**config.mk**
```make
export PLATFORM = sky130hd
export DESIGN_NAME = pc_sequencer
export DESIGN_NICKNAME = d
export VERILOG_FILES = /design/src/rtl/pc_seq_pkg.sv /design/src/rtl/pc_sequencer_ret_stack.sv /design/src/rtl/pc_sequencer.sv
export SDC_FILE = /design/constraint.sdc
export NUM_CORES = 1
export LEC_CHECK = 0
export CAP_MARGIN = 20
export CORE_ASPECT_RATIO = 0.5
export CORE_MARGIN = 1.5
export CORE_UTILIZATION = 50
export CTS_CLUSTER_DIAMETER = 40
export CTS_CLUSTER_SIZE = 14
export DETAILED_ROUTE_END_ITERATION = 10
export PLACE_DENSITY = 0.79
export SLEW_MARGIN = 20
export SYNTH_ARGS = -nofsm -noshare
export SYNTH_HDL_FRONTEND = slang
export SYNTH_HIERARCHICAL = 1
export SYNTH_SLANG_ARGS = --single-unit
```
**constraint.sdc**
```tcl
create_clock -name clk -period 3.3 [get_ports clk]
set_input_delay 0.825 -clock clk [delete_from_list [all_inputs] [get_ports clk]]
set_output_delay 0.825 -clock clk [all_outputs]
set_load 0.02 [all_outputs]
```
**src/rtl/pc_seq_pkg.sv**
```systemverilog
// Shared types for the program-counter sequencer: flow opcodes, FSM states
// and the conditional-branch decision helper.
package pc_seq_pkg;

  typedef enum logic [2:0] {
    OP_NOP  = 3'd0,
    OP_BR   = 3'd1,
    OP_BRZ  = 3'd2,
    OP_BRNZ = 3'd3,
    OP_JMP  = 3'd4,
    OP_CALL = 3'd5,
    OP_RET  = 3'd6,
    OP_HALT = 3'd7
  } flow_op_t;

  typedef enum logic [1:0] {
    ST_IDLE = 2'd0,
    ST_RUN  = 2'd1,
    ST_HALT = 2'd2
  } seq_state_t;

  // Relative-branch decision: BR always, BRZ/BRNZ on the ALU zero flag.
  function automatic logic rel_taken(input flow_op_t op, input logic zero);
    logic taken;
    case (op)
      OP_BR:   taken = 1'b1;
      OP_BRZ:  taken = zero;
      OP_BRNZ: taken = ~zero;
      default: taken = 1'b0;
    endcase
    return taken;
  endfunction

endpackage

```
**src/rtl/pc_sequencer_ret_stack.sv**
```systemverilog
// Hardware return-address stack: SD entries of D bits, occupancy counter sp
// in 0..SD. A push while full or pop while empty is ignored.
module ret_stack #(
  parameter int D  = 12,
  parameter int SD = 4
) (
  input  logic                 clk,
  input  logic                 reset,
  input  logic                 push,
  input  logic                 pop,
  input  logic [D-1:0]         push_data,
  output logic [D-1:0]         top_data,
  output logic [$clog2(SD):0]  sp,
  output logic                 full,
  output logic                 empty
);

  localparam int AW  = $clog2(SD);
  localparam int SPW = AW + 1;

  logic [D-1:0]   mem_r [SD];
  logic [SPW-1:0] sp_r;
  logic [AW-1:0]  wr_idx_s;
  logic [AW-1:0]  top_idx_s;
  logic           do_push_s;
  logic           do_pop_s;

  assign full      = (sp_r == SPW'(SD));
  assign empty     = (sp_r == SPW'(0));
  assign do_push_s = push & ~full;
  assign do_pop_s  = pop & ~empty & ~push;
  // When sp==SD the low bits wrap to 0, so top_idx still lands on entry SD-1.
  assign wr_idx_s  = sp_r[AW-1:0];
  assign top_idx_s = sp_r[AW-1:0] - AW'(1);
  assign top_data  = mem_r[top_idx_s];
  assign sp        = sp_r;

  // Occupancy counter.
  always_ff @(posedge clk or posedge reset) begin
    if (reset) begin
      sp_r <= SPW'(0);
    end else if (do_push_s) begin
      sp_r <= sp_r + SPW'(1);
    end else if (do_pop_s) begin
      sp_r <= sp_r - SPW'(1);
    end else begin
      sp_r <= sp_r;
    end
  end

  // Entry storage; contents are meaningless until pushed, so no reset.
  always_ff @(posedge clk) begin
    if (do_push_s) begin
      mem_r[wr_idx_s] <= push_data;
    end
  end

endmodule

```
**src/rtl/pc_sequencer.sv**
```systemverilog
// Flow-control sequencer in front of the PC: run/halt FSM, Mealy jump decode,
// CALL/RET return stack and a saturating taken-jump counter.
module pc_sequencer
  import pc_seq_pkg::*;
#(
  parameter int D  = 12,
  parameter int SD = 4,
  parameter int CW = 16
) (
  input  logic                 clk,
  input  logic                 reset,
  input  logic                 start,
  input  logic [2:0]           op,
  input  logic                 zero,
  input  logic [D-1:0]         offset,
  input  logic [D-1:0]         abs_tgt,
  input  logic [D-1:0]         prog_ctr,
  output logic                 reljump_en,
  output logic                 absjump_en,
  output logic [D-1:0]         target,
  output logic                 done,
  output logic                 stack_err,
  output logic [$clog2(SD):0]  sp,
  output logic [CW-1:0]        br_count
);

  localparam logic [CW-1:0] CNT_MAX = {CW{1'b1}};

  seq_state_t     state_r;
  seq_state_t     state_nxt_s;
  flow_op_t       op_s;
  logic           stack_err_r;
  logic [CW-1:0]  br_count_r;
  logic           push_s;
  logic           pop_s;
  logic           fault_s;
  logic           rel_s;
  logic           abs_s;
  logic [D-1:0]   target_s;
  logic           done_s;
  logic [D-1:0]   ret_addr_s;
  logic [D-1:0]   top_data_s;
  logic           full_s;
  logic           empty_s;

  assign op_s       = flow_op_t'(op);
  assign ret_addr_s = prog_ctr + D'(1);

  ret_stack #(
    .D  (D),
    .SD (SD)
  ) u_ret_stack (
    .clk       (clk),
    .reset     (reset),
    .push      (push_s),
    .pop       (pop_s),
    .push_data (ret_addr_s),
    .top_data  (top_data_s),
    .sp        (sp),
    .full      (full_s),
    .empty     (empty_s)
  );

  // State register.
  always_ff @(posedge clk or posedge reset) begin
    if (reset) begin
      state_r <= ST_IDLE;
    end else begin
      state_r <= state_nxt_s;
    end
  end

  // Next-state and Mealy decode; idle/halt/fault paths all leave done=1.
  always_comb begin
    state_nxt_s = state_r;
    rel_s       = 1'b0;
    abs_s       = 1'b0;
    target_s    = D'(0);
    done_s      = 1'b1;
    push_s      = 1'b0;
    pop_s       = 1'b0;
    fault_s     = 1'b0;
    case (state_r)
      ST_IDLE, ST_HALT: begin
        if (start) begin
          state_nxt_s = ST_RUN;
        end else begin
          state_nxt_s = state_r;
        end
      end
      ST_RUN: begin
        done_s = 1'b0;
        case (op_s)
          OP_NOP: begin
            done_s = 1'b0;
          end
          OP_BR, OP_BRZ, OP_BRNZ: begin
            if (rel_taken(op_s, zero)) begin
              rel_s    = 1'b1;
              target_s = offset;
            end else begin
              rel_s = 1'b0;
            end
          end
          OP_JMP: begin
            abs_s    = 1'b1;
            target_s = abs_tgt;
          end
          OP_CALL: begin
            if (full_s) begin
              fault_s     = 1'b1;
              done_s      = 1'b1;
              state_nxt_s = ST_HALT;
            end else begin
              push_s   = 1'b1;
              abs_s    = 1'b1;
              target_s = abs_tgt;
            end
          end
          OP_RET: begin
            if (empty_s) begin
              fault_s     = 1'b1;
              done_s      = 1'b1;
              state_nxt_s = ST_HALT;
            end else begin
              pop_s    = 1'b1;
              abs_s    = 1'b1;
              target_s = top_data_s;
            end
          end
          OP_HALT: begin
            done_s      = 1'b1;
            state_nxt_s = ST_HALT;
          end
          default: begin
            done_s = 1'b0;
          end
        endcase
      end
      default: begin
        state_nxt_s = ST_IDLE;
      end
    endcase
  end

  // Sticky stack fault flag.
  always_ff @(posedge clk or posedge reset) begin
    if (reset) begin
      stack_err_r <= 1'b0;
    end else if (fault_s) begin
      stack_err_r <= 1'b1;
    end else begin
      stack_err_r <= stack_err_r;
    end
  end

  // Saturating taken-jump counter.
  always_ff @(posedge clk or posedge reset) begin
    if (reset) begin
      br_count_r <= CW'(0);
    end else if ((rel_s | abs_s) && (br_count_r != CNT_MAX)) begin
      br_count_r <= br_count_r + CW'(1);
    end else begin
      br_count_r <= br_count_r;
    end
  end

  assign reljump_en = rel_s;
  assign absjump_en = abs_s;
  assign target     = target_s;
  assign done       = done_s;
  assign stack_err  = stack_err_r;
  assign br_count   = br_count_r;

endmodule

```
### Word level (Yosys, flattened, before mapping)

Memory sizes are Yosys's and may differ from the RTL's.
Cells that the tools add are included.

| cells by class | value |
|---|---|
| reduce and logical (&&, ||, !) cells | 7 |
| add/sub/neg operators | 5 |
| bitwise logic cells | 8 |
| eq/ne operators | 15 |
| muxes and demuxes | 34 |

Operator list:

| operator | number |
|---|---|
| 2-to-1 mux 12 bit | 4 |
| case mux 12 bit (4 select lines) | 1 |
| 2-to-1 mux 1 bit | 18 |
| adder 16 x 1 -> 16 bit (second input constant) | 1 |
| != test 16 bit (second input constant) | 1 |
| equality test 3 bit (second input constant) | 5 |
| adder 12 x 1 -> 12 bit (second input constant) | 1 |
| case mux 1 bit (3 select lines) | 3 |
| equality test 3 x 2 -> 1 bit (second input constant) | 2 |
| 2-to-1 mux 2 bit | 3 |
| 2-to-1 mux 3 bit | 2 |
| != test 3 x 2 -> 1 bit (second input constant) | 2 |
| case mux 2 bit (3 select lines) | 1 |
| != test 4 x 2 -> 1 bit (second input constant) | 1 |
| NOT 1 bit | 4 |
| case mux 2 bit (2 select lines) | 1 |
| AND reduction 4 bit | 1 |
| adder 3 x 1 -> 3 bit (second input constant) | 1 |
| bitwise AND 1 bit | 3 |
| equality test 3 x 1 -> 1 bit (second input constant) | 1 |
| logical NOT 3 bit | 1 |
| OR reduction 3 bit | 1 |
| subtractor 3 x 1 -> 3 bit (second input constant) | 1 |
| equality test 2 x 1 -> 1 bit (second input constant) | 1 |
| 9 further kinds | 9 |

| word-level totals | value |
|---|---|
| memories kept | 1 |
| register bits | 22 |
| word-level logic and storage cells | 74 |
| bits of input ports | 43 |
| memory bits (writable) | 48 |

Memory list:

| memory | words | bits a word | rd ports | clocked after Yosys merged registers in | write ports | line | RTL |
|---|---|---|---|---|---|---|---|
| u_ret_stack.mem_r | 4 | 12 | 1 | 0 | 1 | pc_sequencer_ret_stack.sv:21 | `logic [D-1:0] mem_r [SD];` |

### Logic depth before layout (Yosys ltp)

| logic depth | value |
|---|---|
| word-level depth | 9 |
| mapped depth | 13 |
| mapped depth without buffers | 11 |

### Cells and area by module

The synthesis kept the hierarchy.

By module, submodules not included:

| module | area each (um2) | cells an instance | instances |
|---|---|---|---|
| ret_stack | 2048.2 | 101 | 1 |
| pc_sequencer | 1411.4 | 161 | 1 |

### Worst setup path after synthesis

OpenSTA, ideal clock, no wires.

| path | value |
|---|---|
| path kind | register to output |
| start point | reg u_ret_stack.sp_r[0], in the netlist u_ret_stack/sp[0] |
| end point | out target[1] |
| setup slack | -0.025 ns |
| stages on the path, launching flop included | 9 |
| data required time | 2.475 ns |
| arrival time | 2.500 ns |
| cells stage by stage | dfrtp_1 -> buf_6 -> inv_1 -> ha_1 -> nor2b_1 -> nor4b_1 -> buf_2 -> a222oi_1 -> nor2_1 |

| on the way | value |
|---|---|
| longest elaborated chain between the ends | 5 |
| elaborated cells on any way between the ends | 8 |

Ends and longest elaborated chain:

| element | line | RTL |
|---|---|---|
| start: declaration | pc_sequencer_ret_stack.sv:22 | `logic [SPW-1:0] sp_r;` |
| start signal: assignment | pc_sequencer_ret_stack.sv:43 | `sp_r <= sp_r + SPW'(1);` |
| start signal: assignment | pc_sequencer_ret_stack.sv:45 | `sp_r <= sp_r - SPW'(1);` |
| start signal: assignment | pc_sequencer_ret_stack.sv:47 | `sp_r <= sp_r;` |
| subtractor 2 x 1 -> 2 bit | pc_sequencer_ret_stack.sv:34 | `assign top_idx_s = sp_r[AW-1:0] - AW'(1);` |
| net u_ret_stack.top_idx_s[0] | pc_sequencer_ret_stack.sv:24 | `logic [AW-1:0] top_idx_s;` |
| memory (4 x 12 bit) | -- |  |
| 2-to-1 mux 12 bit | pc_sequencer.sv:121 | `if (empty_s) begin` |
| case mux 12 bit (4 select lines) | pc_sequencer.sv:93 | `case (op_s)` |
| 2-to-1 mux 12 bit | pc_sequencer.sv:83 | `case (state_r)` |
| end: declaration | pc_sequencer.sv:20 | `output logic [D-1:0] target,` |

The timed path passes the listed nets, and every way through them passes these cells.

### Worst setup path in the final report

| path | value |
|---|---|
| start point | in op[0] |
| end point | out target[8] |

| on the way | value |
|---|---|
| longest elaborated chain between the ends | 7 |
| elaborated cells on any way between the ends | 13 |

Ends and longest elaborated chain:

| element | line | RTL |
|---|---|---|
| start: declaration | pc_sequencer.sv:13 | `input logic [2:0] op,` |
| equality test 3 x 2 -> 1 bit or equality test 3 x 1 -> 1 bit (tied branches) | pc_seq_pkg.sv:25, pc_sequencer.sv:93 |  |
| case mux 1 bit (3 select lines) | pc_seq_pkg.sv:25 | `case (op)` |
| 2-to-1 mux 1 bit | pc_sequencer.sv:93 |  |
| 2-to-1 mux 1 bit | pc_sequencer.sv:83 |  |
| 2-to-1 mux 12 bit | pc_sequencer.sv:98 | `if (rel_taken(op_s, zero)) begin` |
| case mux 12 bit (4 select lines) * | pc_sequencer.sv:93 |  |
| 2-to-1 mux 12 bit * | pc_sequencer.sv:83 |  |

Every way passes the cells marked *; elsewhere a longest branch is shown, timed or not. The select of a mux whose other input is x is not followed.

==> impl_results.md <==
- FF-to-FF path depth: 10
- Setup ws final: 69.2 ps
- Via-per-instance ratio: between 5 and 6
- Filler cell count: between 400 and 500
- Register share of total power: 34.0%
- Final Net Count: 409
- GRT Overall Usage: around 23%
- Unrepaired setup endpoints after global routing: yes
- Syn. warnings: 6
- Leak: around 1.8 nW
- Clock transition at the registers of the reported paths: ~50 ps
- Sinks on the clock net: 70
- CORE AREA: between 6000 and 7000 um^2
- Seq/Total Area, Yosys: a little under three fifths
- Syn_area_per_cell: around 13 um^2
- Hold buffer count at CTS: 0
- Initial antenna violation count: 0
- Most common cell after layout, fill and taps aside: clkdlybuf4s50_1
- Synth async-reset ratio: 31.4%
- Cells after Synth: ~260
- CP Launch Type: input port
- Grt total ovfl: 0
- Synth Cell Area: 3460 um^2
- Clock power frac: between 20% and 30%
- Pin count of the biggest net entering global routing: 20
- Syn Nets: approximately 310
- Worst Path Arrival: between 2000 and 2500 ps
- FF+latch area: 1990 um^2
- GP Congestion: roughly 0.85
- Multi-input gate area: between 1000 and 1500 um^2
- Dpl cells: between 400 and 500
- Measured slew at the worst slew-check pin: 707 ps
- Layout cells sized above 1: roughly a fifth
- Hold slack: roughly 500 ps
- Iteration-0 DRC Markers: around 250
- Kind of critical path: input port to primary output
- Total I/O pin count: between 70 and 80
- Slew margin rel.: 52.8%
- Dpl hpwl: ~5700 um
- Pint: ~2.2 mW
- Dpl ws: -466 ps
- Worst setup EP type: primary output
- Slew Limit Fails: 0
- Clk Latency, worst-skew pair: 340 ps
- Die Footprint: 7460 um^2
- DRC violations left: 0
- Synthesis-stage register bit count: 70
- CTS tree: done
- Pwr Total: approximately 3.3 mW
- Clock Path Buffers: 2
- Peak Freq: a little over 0.3 GHz
- WL final: between 8000 and 9000 um
- Min Clock Period, post-route: 3230 ps
- Htree depth: 3
- Root Driver: clkbuf_16
- IO Port Bufs: 77
- Worst hold path depth: 1
- Antenna-violating nets left: 0
- Pwr Density: 704 nW/um^2
- Antenna cells: 0
- Crit path required time: about 2500 ps
- Post CTS Setup Buffer Count: 0
- Row count: 21
- Final setup vio count: 0
- Critical path fanouts, max: 7
- Vias in the first global route: approximately 2.5k
- Die height: roughly 60 um
- Total of max-cap violations: 0
- CTS buffer count: 9
- Most frequent cells in the layout: clkdlybuf4s50_1, edfxtp_1, nor2_1
- Clock skew: between 6 and 7 ps
- Period utilization: between 90% and 100%
- Non-filler instance count after layout: between 400 and 500
- DR vias: about 2.6k
- Routed WL per cell: between 15 and 20 um
- Primary FF master, synth: edfxtp_1
- Comb pwr share: between 30% and 40%
- Setup TNS: 0 ps
- P_sw: approximately 1.1 mW
- Switch share: 32.8%
- Min-delay worst type: flop to flop
- Final hold violation count: 0
- Die span in x: about 120 um
- First-pass DRT Iterations: 9
- First-pass GRT wire length: between 10,000 and 15,000 um
- Run status: finished, final reports clean
- Starting Density: about half
- Worst VDD drop: 0.421 mV
- Synth unique cells: 52
- Area Overhead vs Synth: 36.4%
- Post-synth EDFFs: 48
## synthesized netlist by cell type (all sizes together) (2+ instances only)
master	number	area (um^2)
ha	7	87.6
nor2	26	97.6
nand2b	3	18.8
edfxtp	48	1440
buf	7	47.5
nand3	13	65.1
nor3b	2	15.0
or4	2	18.8
clkbuf	4	15.0
inv	10	37.5
xor2	11	96.3
mux2	3	37.5
nand2	15	56.3
and3	7	43.8
or2	2	12.5
nand4	6	37.5
a21oi	4	20.0
nor3	3	15.0
o211ai	2	15.0
dfrtp	22	551
a222oi	12	120
o21ai	2	13.8
and3b	2	18.8
mux4	12	270
xnor2	15	131
## per-stage QoR
step	util (%)	area [um^2]
3_5_place_dp	66.6	4450
5_1_grt	70.7	4720
4_1_cts	71.3	4760
6_report	70.7	4720
3_3_place_gp	66.6	4450
2_1_floorplan	-	3460
## area by class of cell
cell class / count / share of cell area [%]
clock inverter: 7 / 1.54
inverter: 10 / 0.796
clock buffer: 9 / 4.77
multi-input combinational: 171 / 29.5
tap: 92 / 2.44
sequential: 70 / 42.2
timing repair buffer: 97 / 18.7
## per-layer routing
metal	part of all wire, %	global-route usage, %	vias to the layer above	routed length, um
li1	-	-	1199	-
met1	41	26.8	1261	3380
met2	48	39.2	122	3950
met3	7.3	8.30	26	599
met4	2.9	12.3	0	240
met5	0	0	-	0
## critical path, cell delays in order
cell             delay (ps)
clkdlybuf4s50_1         430
buf_4                   170
nor4b_4                 360
buf_6                   200
a222oi_1                120
nor2_1                  130
buf_4                   160
## repair_timing
action / 4_1_cts / 5_1_grt
resized for setup: 35 / 21
cloned: 0 / 1
pin swaps: 0 / 2
setup endpoints to repair: 15 / 12
endpoints found under the hold margin: 0 / 0
## worst paths after layout
kind	start	end	slack [ps]
worst max-delay path	op[0]	target[8]	70
worst min-delay path	br_count[5]	br_count[5]	500
worst max register to register	u_ret_stack/sp[1]	br_count[15]	680
worst min register to register	br_count[5]	br_count[5]	500
max in group asynchronous	reset	br_count[13]	1890
min in group asynchronous	reset	u_ret_stack/sp[1]	710
## registers in the layout (all words and copies together) (netlist names)
| name | cells |
|---|---|
| state_r | 2 |
| u_ret_stack/mem_r | 48 |
| u_ret_stack/sp | 3 |
| br_count | 16 |
| stack_err | 1 |
## logic make-up after synthesis
kind of cell    synth area share (%)
simple gates                    13.4
flops                           57.6
compound gates                  8.10
xor+xnor                        6.58
buf+inv                         2.89
mux                             8.90
fa+ha+maj                       2.53
## power groups by stage
stage / registers [mW] / logic (mW) / clock network (mW)
after floorplan: 1.21 / 0.703 / 0
after global placement: 1.14 / 1.23 / 0
after detailed placement: 1.15 / 1.25 / 0
after CTS: 1.13 / 1.25 / 0.963
after global routing: 1.14 / 1.33 / 0.997
final: 1.13 / 1.24 / 0.950
Power figures use the tool's default switching activity.
